## src/rtl/instr_issue_unit.sv

```systemverilog
// Fetch/issue sequencer feeding opCode/fCode to the controller: owns the PC,
// reads a synchronous instruction memory and issues one instruction per 3 cycles.
module instr_issue_unit #(
  parameter int               ADDR_W   = 10,
  parameter logic [ADDR_W-1:0] RESET_PC = '0,
  parameter logic [3:0]        HALT_OP  = 4'hF
) (
  input  logic              clk,
  input  logic              rst,
  output logic              imem_rd_en,
  output logic [ADDR_W-1:0] imem_addr,
  input  logic [31:0]       imem_rdata,
  input  logic              stall,
  input  logic              branch_taken,
  input  logic [ADDR_W-1:0] branch_target,
  output logic [31:0]       instr,
  output logic [3:0]        opCode,
  output logic [3:0]        fCode,
  output logic [ADDR_W-1:0] pc,
  output logic [ADDR_W-1:0] pc_plus1,
  output logic              instr_valid,
  output logic              halted
);

  typedef enum logic [1:0] {FETCH, LATCH, ISSUE, HALT} state_e;

  state_e            state_q;
  logic [ADDR_W-1:0] pc_q;
  logic [31:0]       instr_q;

  assign pc_plus1 = pc_q + ADDR_W'(1);

  // Branch inputs only matter on the cycle ISSUE is left; a halt overrides them.
  always_ff @(posedge clk) begin
    if (rst) begin
      state_q <= FETCH;
      pc_q    <= RESET_PC;
      instr_q <= '0;
    end else begin
      case (state_q)
        FETCH: state_q <= LATCH;
        LATCH: begin
          instr_q <= imem_rdata;
          state_q <= ISSUE;
        end
        ISSUE: begin
          if (!stall) begin
            if (instr_q[31:28] == HALT_OP) begin
              state_q <= HALT;
            end else if (branch_taken) begin
              pc_q    <= branch_target;
              state_q <= FETCH;
            end else begin
              pc_q    <= pc_plus1;
              state_q <= FETCH;
            end
          end
        end
        HALT:    state_q <= HALT;
        default: state_q <= FETCH;
      endcase
    end
  end

  assign imem_rd_en  = (state_q == FETCH);
  assign imem_addr   = pc_q;
  assign instr       = instr_q;
  assign opCode      = instr_q[31:28];
  assign fCode       = instr_q[27:24];
  assign pc          = pc_q;
  assign instr_valid = (state_q == ISSUE);
  assign halted      = (state_q == HALT);

endmodule
```

## config.mk

```make
export PLATFORM = sky130hd
export DESIGN_NAME = instr_issue_unit
export DESIGN_NICKNAME = d
export VERILOG_FILES = /design/src/rtl/instr_issue_unit.sv
export SDC_FILE = /design/constraint.sdc
export NUM_CORES = 1
export LEC_CHECK = 0
export CORE_MARGIN = 5
export CORE_UTILIZATION = 34
export CTS_CLUSTER_DIAMETER = 30
export DETAILED_ROUTE_END_ITERATION = 16
export GPL_TIMING_DRIVEN = 1
export PLACE_DENSITY = 0.76
export SETUP_SLACK_MARGIN = 0.15
export SYNTH_ARGS = -nofsm -noshare
export SYNTH_HDL_FRONTEND = slang
export SYNTH_SLANG_ARGS = --single-unit
```

## constraint.sdc

```tcl
create_clock -name clk -period 1.6 [get_ports clk]
set_clock_uncertainty 0.2 [all_clocks]
set_input_delay 0.32 -clock clk [delete_from_list [all_inputs] [get_ports clk]]
set_output_delay 0.32 -clock clk [all_outputs]
set_load 0.02 [all_outputs]
```

# After elaboration in Yosys (flattened, before gate mapping)
# Index checks and enable logic that the tools add are counted.
# op_classes
addsub,1
n_eq_ne,5
mux,4
n_bitwise,2
reduce_logical,2
# ops
operator,count
$add A10 B1 Y10 const B,1
$mux W10,1
$pmux W2 S4,1
$eq A2 B2 Y1 const B,2
$eq A4 B4 Y1 const B,1
$mux W2,2
$reduce_and A3 Y1,1
$eq A2 B1 Y1 const B,1
$logic_not A2 Y1,1
$ne A2 B2 Y1 const B,1
$not A1 Y1,2
# word_totals
regBits,44
inputBits,46
out_inout_bits,73
word_cells,17

# Logic depth before layout (Yosys ltp)
# Gate-level depths: netlist (run 1).
# depth
word_depth,4
mapped_depth,5
depth_no_buf,5

# Worst setup path after synthesis (run 1)
# Ideal clock, no wire load.
# synth_path
path_type,reg-to-output
start,reg pc_q[0] (netlist: imem_addr[0])
end,out pc_plus1[8]
t_arrival_ns,1.497
t_required_ns,1.080
setup_slack_ns,-0.417
path_stages_with_launch,5
n_path_buf,0
path_cell_list,dfxtp_1 ha_1 nand3_2 nor3_2 xor2_1
# synth_via
elab_chain_len,1
# synth_lines
item,line,source
start: declaration,28,logic [ADDR_W-1:0] pc_q;
start signal: assignment,51,pc_q <= branch_target;
start signal: assignment,54,pc_q <= pc_plus1;
$add A10 B1 Y10,31,assign pc_plus1 = pc_q + ADDR_W'(1);
end: declaration,20,"output logic [ADDR_W-1:0] pc_plus1,"
# Every way passes these cells.

# Worst setup path after layout (run 1)
# layout_path
start,reg pc_q[4] (netlist: imem_addr[4])
end,out pc_plus1[8]
# Same word-level chain as after synthesis.

==> metrics, run 1 <==
antenna diode count=0; DRT Pass-1 Iters=4; worst hold path startpoint=rst; PnR worst setup slack=-0.3584 ns; syn nets=between 300 and 400; largest stage delay on the critical path=roughly 0.37 ns; Max FO, Critical Path=4; CP Cell Sequence=nand2_1 > nor3_4 > xor2_2 > buf_6; post-route cell area=0.003939 mm^2; RSZ-0062 raised after global routing=true; Syn Area/Cell=8.094 um^2; TritonCTS clock tree=yes; CP Launch Type=flip-flop; failing checks=setup timing; PortBufs=118; Post-Place Cell Area=roughly 0.0035 mm^2; slowest CP cell=dfxtp_4; CTS Buffer Depth=2; fin crit period=1.958 ns; first-pass GRT wire length=10,490 um; WHS Endpoint=imem_addr[9]; outcome=finished, violations left; dpl hpwl=4749 um; synth warn=0; Syn-to-layout area delta=90.10%; top cell type by total area after synthesis=dfxtp_1; Synth async-reset ratio=0%; Slew HR=between 70% and 80%; largest net degree at the start of global routing=33; sequential share of the synthesized area=around 43%; GRT Total Usage=17.08%; hold depth=2; Yosys reg bits=44; Area contributors post-synth=dfxtp_1 43%, nand2_1 14%, a21oi_1 9.2%, buf_4 6.5%, clkbuf_8 2.0%; routed wire length=around 7000 um; FF-to-FF Start=state_q[1]; R2R Path End=imem_addr[0]; Max-Cap Viols=0; Worst-Margin Slew=0.2987 ns; Hold WC Path Type=input port to flip-flop; floorplan die height=just under 90 um; fin crit share=122.4%; Hold Buf Count CTS=0; Worst-Skew Late Latency=0.29 ns; clk slew on worst S/H paths=0.07 ns; crit-path leading delay family=simple AND/OR/NAND/NOR gates; via count=2,242; htree depth=2; Ports=119; critical path class=flip-flop to primary output; Hold WS=approximately 0.18 ns; CORE AREA=0.005921 mm^2; DRT iter0 DRCs=50; Worst Setup End Kind=primary output; Achievable Freq=between 500 and 600 MHz; residual DRC count=0; ys flop type=dfxtp_1; initial antenna violation count=0; grt ovf=0; worst reg2reg setup slack=-0.07 ns; Post-synth EDFFs=0; clk sink count=44; Fin. Hold Viols=0; worst path bufs/invs=1; Final Setup Violations=17; root buf cell=clkbuf_8; Post-DRT Antenna Nets=0; Peak VDD IR=0.6237 mV; FP Rows=28; cells after synthesis=256; Leak=~1.7 nW; average wire per standard cell=approximately 15 um; Final #Nets=450; Syn Std Cell Area=0.002072 mm^2; Reg2Reg Depth=6; initial core utilization=35.00%; DIE AREA=0.007755 mm^2; WP data required=1.08 ns; post-synthesis cell type count=41; P per Cell Area=733.5 mW/mm^2; Worst EP arrival=1.44 ns; CTS buffer count=5; share of layout cells above drive strength 1=48.02%; routed vias/inst=4.681; Die W=88.07 um; Yosys top cell area share=42.51%; Fillers=476; vias in the first global route=2,161; final slew viol count=0; routability cong.=0.8084
==> flip-flops by register name (all words and copies together) (netlist names) <==
register and cells:
imem_addr 10, state_q 2, instr 32
==> synth_stat cells (2+ instances only) <==
library cell and n:
a21oi_1 38, a311o_1 3, a31oi_1 4, buf_2 5, buf_4 18, clkbuf_1 7
clkbuf_8 3, dfxtp_1 44, nand2_1 77, nand2b_1 4, nand3_1 3, nand4_1 2
nor2_1 6, nor3_1 4, nor3b_1 3, o21a_1 2, o21ai_0 3, o31ai_1 2
xnor2_1 4, xor2_1 3
==> cell type report <==
class                   count  area [um^2]  share of cell area (%)
well taps                  75        93.84                   2.382
clock inverters             2        38.79                  0.9848
multi-input cells         177         1219                   30.94
clock buffers               6        82.58                   2.097
repair buffers            174         1568                   39.80
inverters                   1        6.256                  0.1588
flip-flops and latches     44        930.9                   23.63
==> worst register-to-register path, stage by stage (launching register included) <==
cell	delay, ns
dfxtp_4	0.37
nor2b_4	0.17
buf_6	0.11
and3b_4	0.26
buf_12	0.15
nand3_2	0.08
a31oi_1	0.23
==> worst max-delay path by stage <==
stage / slack (ns) / end / cells after the start / start
2_1_floorplan: -0.09 / pc_plus1[8] / 4 / imem_addr[0]
3_3_place_gp: -0.54 / pc_plus1[8] / 5 / imem_addr[1]
3_5_place_dp: -0.55 / pc_plus1[8] / 5 / imem_addr[1]
4_1_cts: -0.38 / pc_plus1[8] / 5 / imem_addr[0]
5_1_grt: -0.44 / pc_plus1[8] / 4 / imem_addr[4]
6_report: -0.36 / pc_plus1[8] / 4 / imem_addr[4]
==> logic make-up (layout without fill, tap and decap cells) <==
family | after synthesis | in the layout | share of synthesized area [%]
flip-flops | 44 | 44 | 42.51
adder cells (fa/ha/maj) | 1 | 1 | 0.6038
AO/OA/AOI/OAI | 56 | 56 | 15.76
buffers and inverters | 35 | 183 | 11.90
multiplexers | 1 | 1 | 0.4831
AND/OR/NAND/NOR | 111 | 111 | 25.00
XOR/XNOR | 8 | 8 | 3.744
==> routing by layer <==
metal / track usage, % / share of wire [%] / up-vias
li1: - / - / 1134
met1: 20.56 / 39 / 1028
met2: 28.63 / 52 / 72
met3: 6.585 / 8.5 / 8
met4: 4.533 / 1.2 / 0
met5: 0 / 0 / -
==> power by group <==
part	total (W)	leakage, nW	internal, W	switching [W]
Sequential	0.00121	0.370	0.00116	0.0000496
Clock	0.000890	0.0614	0.000511	0.000379
Combinational	0.000792	1.31	0.000386	0.000406
==> per-stage QoR <==
stage	worst slack, ns	TNS [ns]	utilization (%)	total power [W]	instances
2_1_floorplan	-0.08770	-0.1661	-	0.001620	256
3_3_place_gp	-0.5385	-6.099	59.62	0.001981	448
3_5_place_dp	-0.5531	-6.414	59.62	0.001990	448
4_1_cts	-0.3784	-2.107	65.19	0.002907	465
5_1_grt	-0.4433	-3.553	66.53	0.003054	479
6_report	-0.3584	-2.550	66.53	0.002889	479
==> cell usage in the layout, fill, tap and decap left out, types with 3 or more instances in the layout <==
| cell | instances |
|---|---|
| xor2_2 | 3 |
| dfxtp_1 | 28 |
| nand2b_1 | 4 |
| buf_4 | 37 |
| buf_2 | 35 |
| nand3_4 | 3 |
| nand2_4 | 3 |
| a311o_1 | 3 |
| a21oi_1 | 36 |
| dfxtp_4 | 12 |
| clkbuf_8 | 6 |
| nand2_1 | 74 |
| buf_6 | 53 |
| nor3_2 | 4 |
| a31oi_1 | 4 |
| nor2_1 | 3 |
| xnor2_4 | 3 |
| dfxtp_2 | 4 |
| clkdlybuf4s50_1 | 44 |
==> what timing repair did <==
action / CTS / global route
pin swaps: 29 / 11
endpoints found under the setup margin: 84 / 105
cloned: 0 / 0
resized for setup: 358 / 65
buffers inserted: 9 / 14
Note: power is estimated with default switching activity, not from simulation.
==> inputs of run 2 (changes only) <==
Settings changed: MAX_ROUTING_LAYER set to met4, TNS_END_PERCENT set to 50.
==> run 2 against run 1 <==
The flow still finishes with violations (setup timing); non-clock buffer count increased by 5; via count increased by 4.2%; global-route usage increased by 0.26 points; worst hold slack improved by 0.077 ns; combinational power increased by 18%; fmax decreased by 0.67%; critical path depth increased by 1; utilization increased by 4.0 points; largest cell class unchanged; flip-flop and latch count unchanged; register-to-register slack improved by 0.05 ns.
==> metrics, run 2 (synthesized netlist as in run 1, its figures left out) <==
Die W=88.07 um; GRT Total Usage=between 15 and 20%; routed vias/inst=4.829; PortBufs=118; CORE AREA=a little under 0.006 mm^2; largest net degree at the start of global routing=33; max reg flops=32; Peak VDD IR=0.5141 mV; Worst-Skew Late Latency=0.30 ns; fin crit period=1.971 ns; Fillers=~460; TritonCTS clock tree=yes; Post-DRT Antenna Nets=0; CP Launch Type=flip-flop; Ports=119; CTS buffer count=5; average wire per standard cell=15.52 um; Max FO, Critical Path=4; Worst EP arrival=around 1.5 ns; clk slew on worst S/H paths=0.08 ns; Leak=about 1.9 nW; Worst-Margin Slew=0.3912 ns; Achievable Freq=507.2 MHz; P per Cell Area=724.3 mW/mm^2; WP data required=between 1 and 1.5 ns; routed wire length=7510 um; Max-Cap Viols=0; via count=2,337; critical path class=flip-flop to primary output; PnR worst setup slack=-0.3715 ns; Fin. Hold Viols=0; Hold WC Path Type=flip-flop to flip-flop; final slew viol count=0; register area=930.9 um^2; vias in the first global route=roughly 2.1k; Inst Count DP=450; htree depth=2; initial antenna violation count=0; Slew HR=73.92%; DRT Pass-1 Iters=4; most common cell after layout, fill and taps aside=nand2_1; DRT iter0 DRCs=78; Final #Nets=between 400 and 500; DIE AREA=0.007755 mm^2; clk sink count=44; first-pass GRT wire length=10,250 um; Hold Buf Count CTS=0; FP Rows=28; final setup TNS=-3.473 ns; root buf cell=clkbuf_8; initial core utilization=35.00%; share of layout cells above drive strength 1=a little under three fifths; outcome=finished, violations left; CTS Buffer Depth=2; most frequent cells in the layout=59 x nand2_1, 52 x buf_6, 44 x clkdlybuf4s50_1; area of the multi-input gates=0.001385 mm^2; dpl hpwl=between 4000 and 5000 um; floorplan die height=88.07 um; Final Setup Violations=17; residual DRC count=0; antenna diode count=0; fin crit share=123.2%; routability cong.=roughly 0.85; RSZ-0062 raised after global routing=true; failing checks=setup timing; final cell count without fillers=roughly 480; Syn-to-layout area delta=101.6%; grt ovf=0; Worst Setup End Kind=primary output
run 2: worst paths after layout:
kind | from | endpoint | slack [ns] | cells past startpoint
worst max-delay path | imem_addr[1] | pc_plus1[8] | -0.37 | 5
worst min-delay path | instr[19] | instr[19] | 0.25 | 2
worst max register to register | imem_addr[0] | imem_addr[0] | -0.02 | 6
worst min register to register | instr[19] | instr[19] | 0.25 | 2
run 2: metal layers:
layer | share of wire (%) | track usage (%)
met5 | 0 | -
met4 | 0.19 | 4.121
met1 | 39 | 21.51
met3 | 7.7 | 3.857
met2 | 53 | 28.77
run 2: area by class of cell:
class | instances | area share (%)
clock inverters | 3 | 1.138
repair buffers | 179 | 39.36
flip-flops and latches | 44 | 22.29
well taps | 75 | 2.247
multi-input cells | 177 | 33.16
clock buffers | 5 | 1.648
inverters | 1 | 0.1498
run 2: per-stage QoR:
step / hold slack (ns) / cell area, um^2 / util [%] / setup slack [ns] / total power (W)
after detailed placement: 0.2465 / 3561 / 60.14 / -0.5456 / 0.002011
after CTS: 0.2587 / 3827 / 64.65 / -0.3748 / 0.002896
after global placement: 0.2409 / 3561 / 60.14 / -0.5338 / 0.001998
after global routing: 0.2821 / 4177 / 70.54 / -0.4563 / 0.003179
after floorplan: 0.2485 / 2231 / - / -0.08770 / 0.001619
final: 0.2533 / 4177 / 70.54 / -0.3715 / 0.003025
run 2: repair_timing:
item,CTS,global route
gates cloned,0,2
resized for setup,363,112
endpoints found under the hold margin,0,0
pin swaps,15,40
buffers inserted,7,17
endpoints found under the setup margin,114,74
run 2: worst max-delay path, cell delays in order (launching register included):
cell and delay (ns):
dfxtp_4 0.38, ha_4 0.15, nand3_4 0.10, nor3_4 0.17
xor2_2 0.21, buf_6 0.15
run 2: report_power, final:
| group | internal (W) | total, W | switching, W |
|---|---|---|---|
| combinational | 0.000456 | 0.000934 | 0.000478 |
| sequential | 0.00116 | 0.00121 | 0.0000525 |
| clock | 0.000471 | 0.000881 | 0.000410 |
| total | 0.00208 | 0.00303 | 0.000940 |
==> inputs of run 3 (changes only) <==
Settings changed: CAP_MARGIN set to 0.
==> results of run 3 <==
No change in the layout: final DEF, timing and power equal those of run 2.
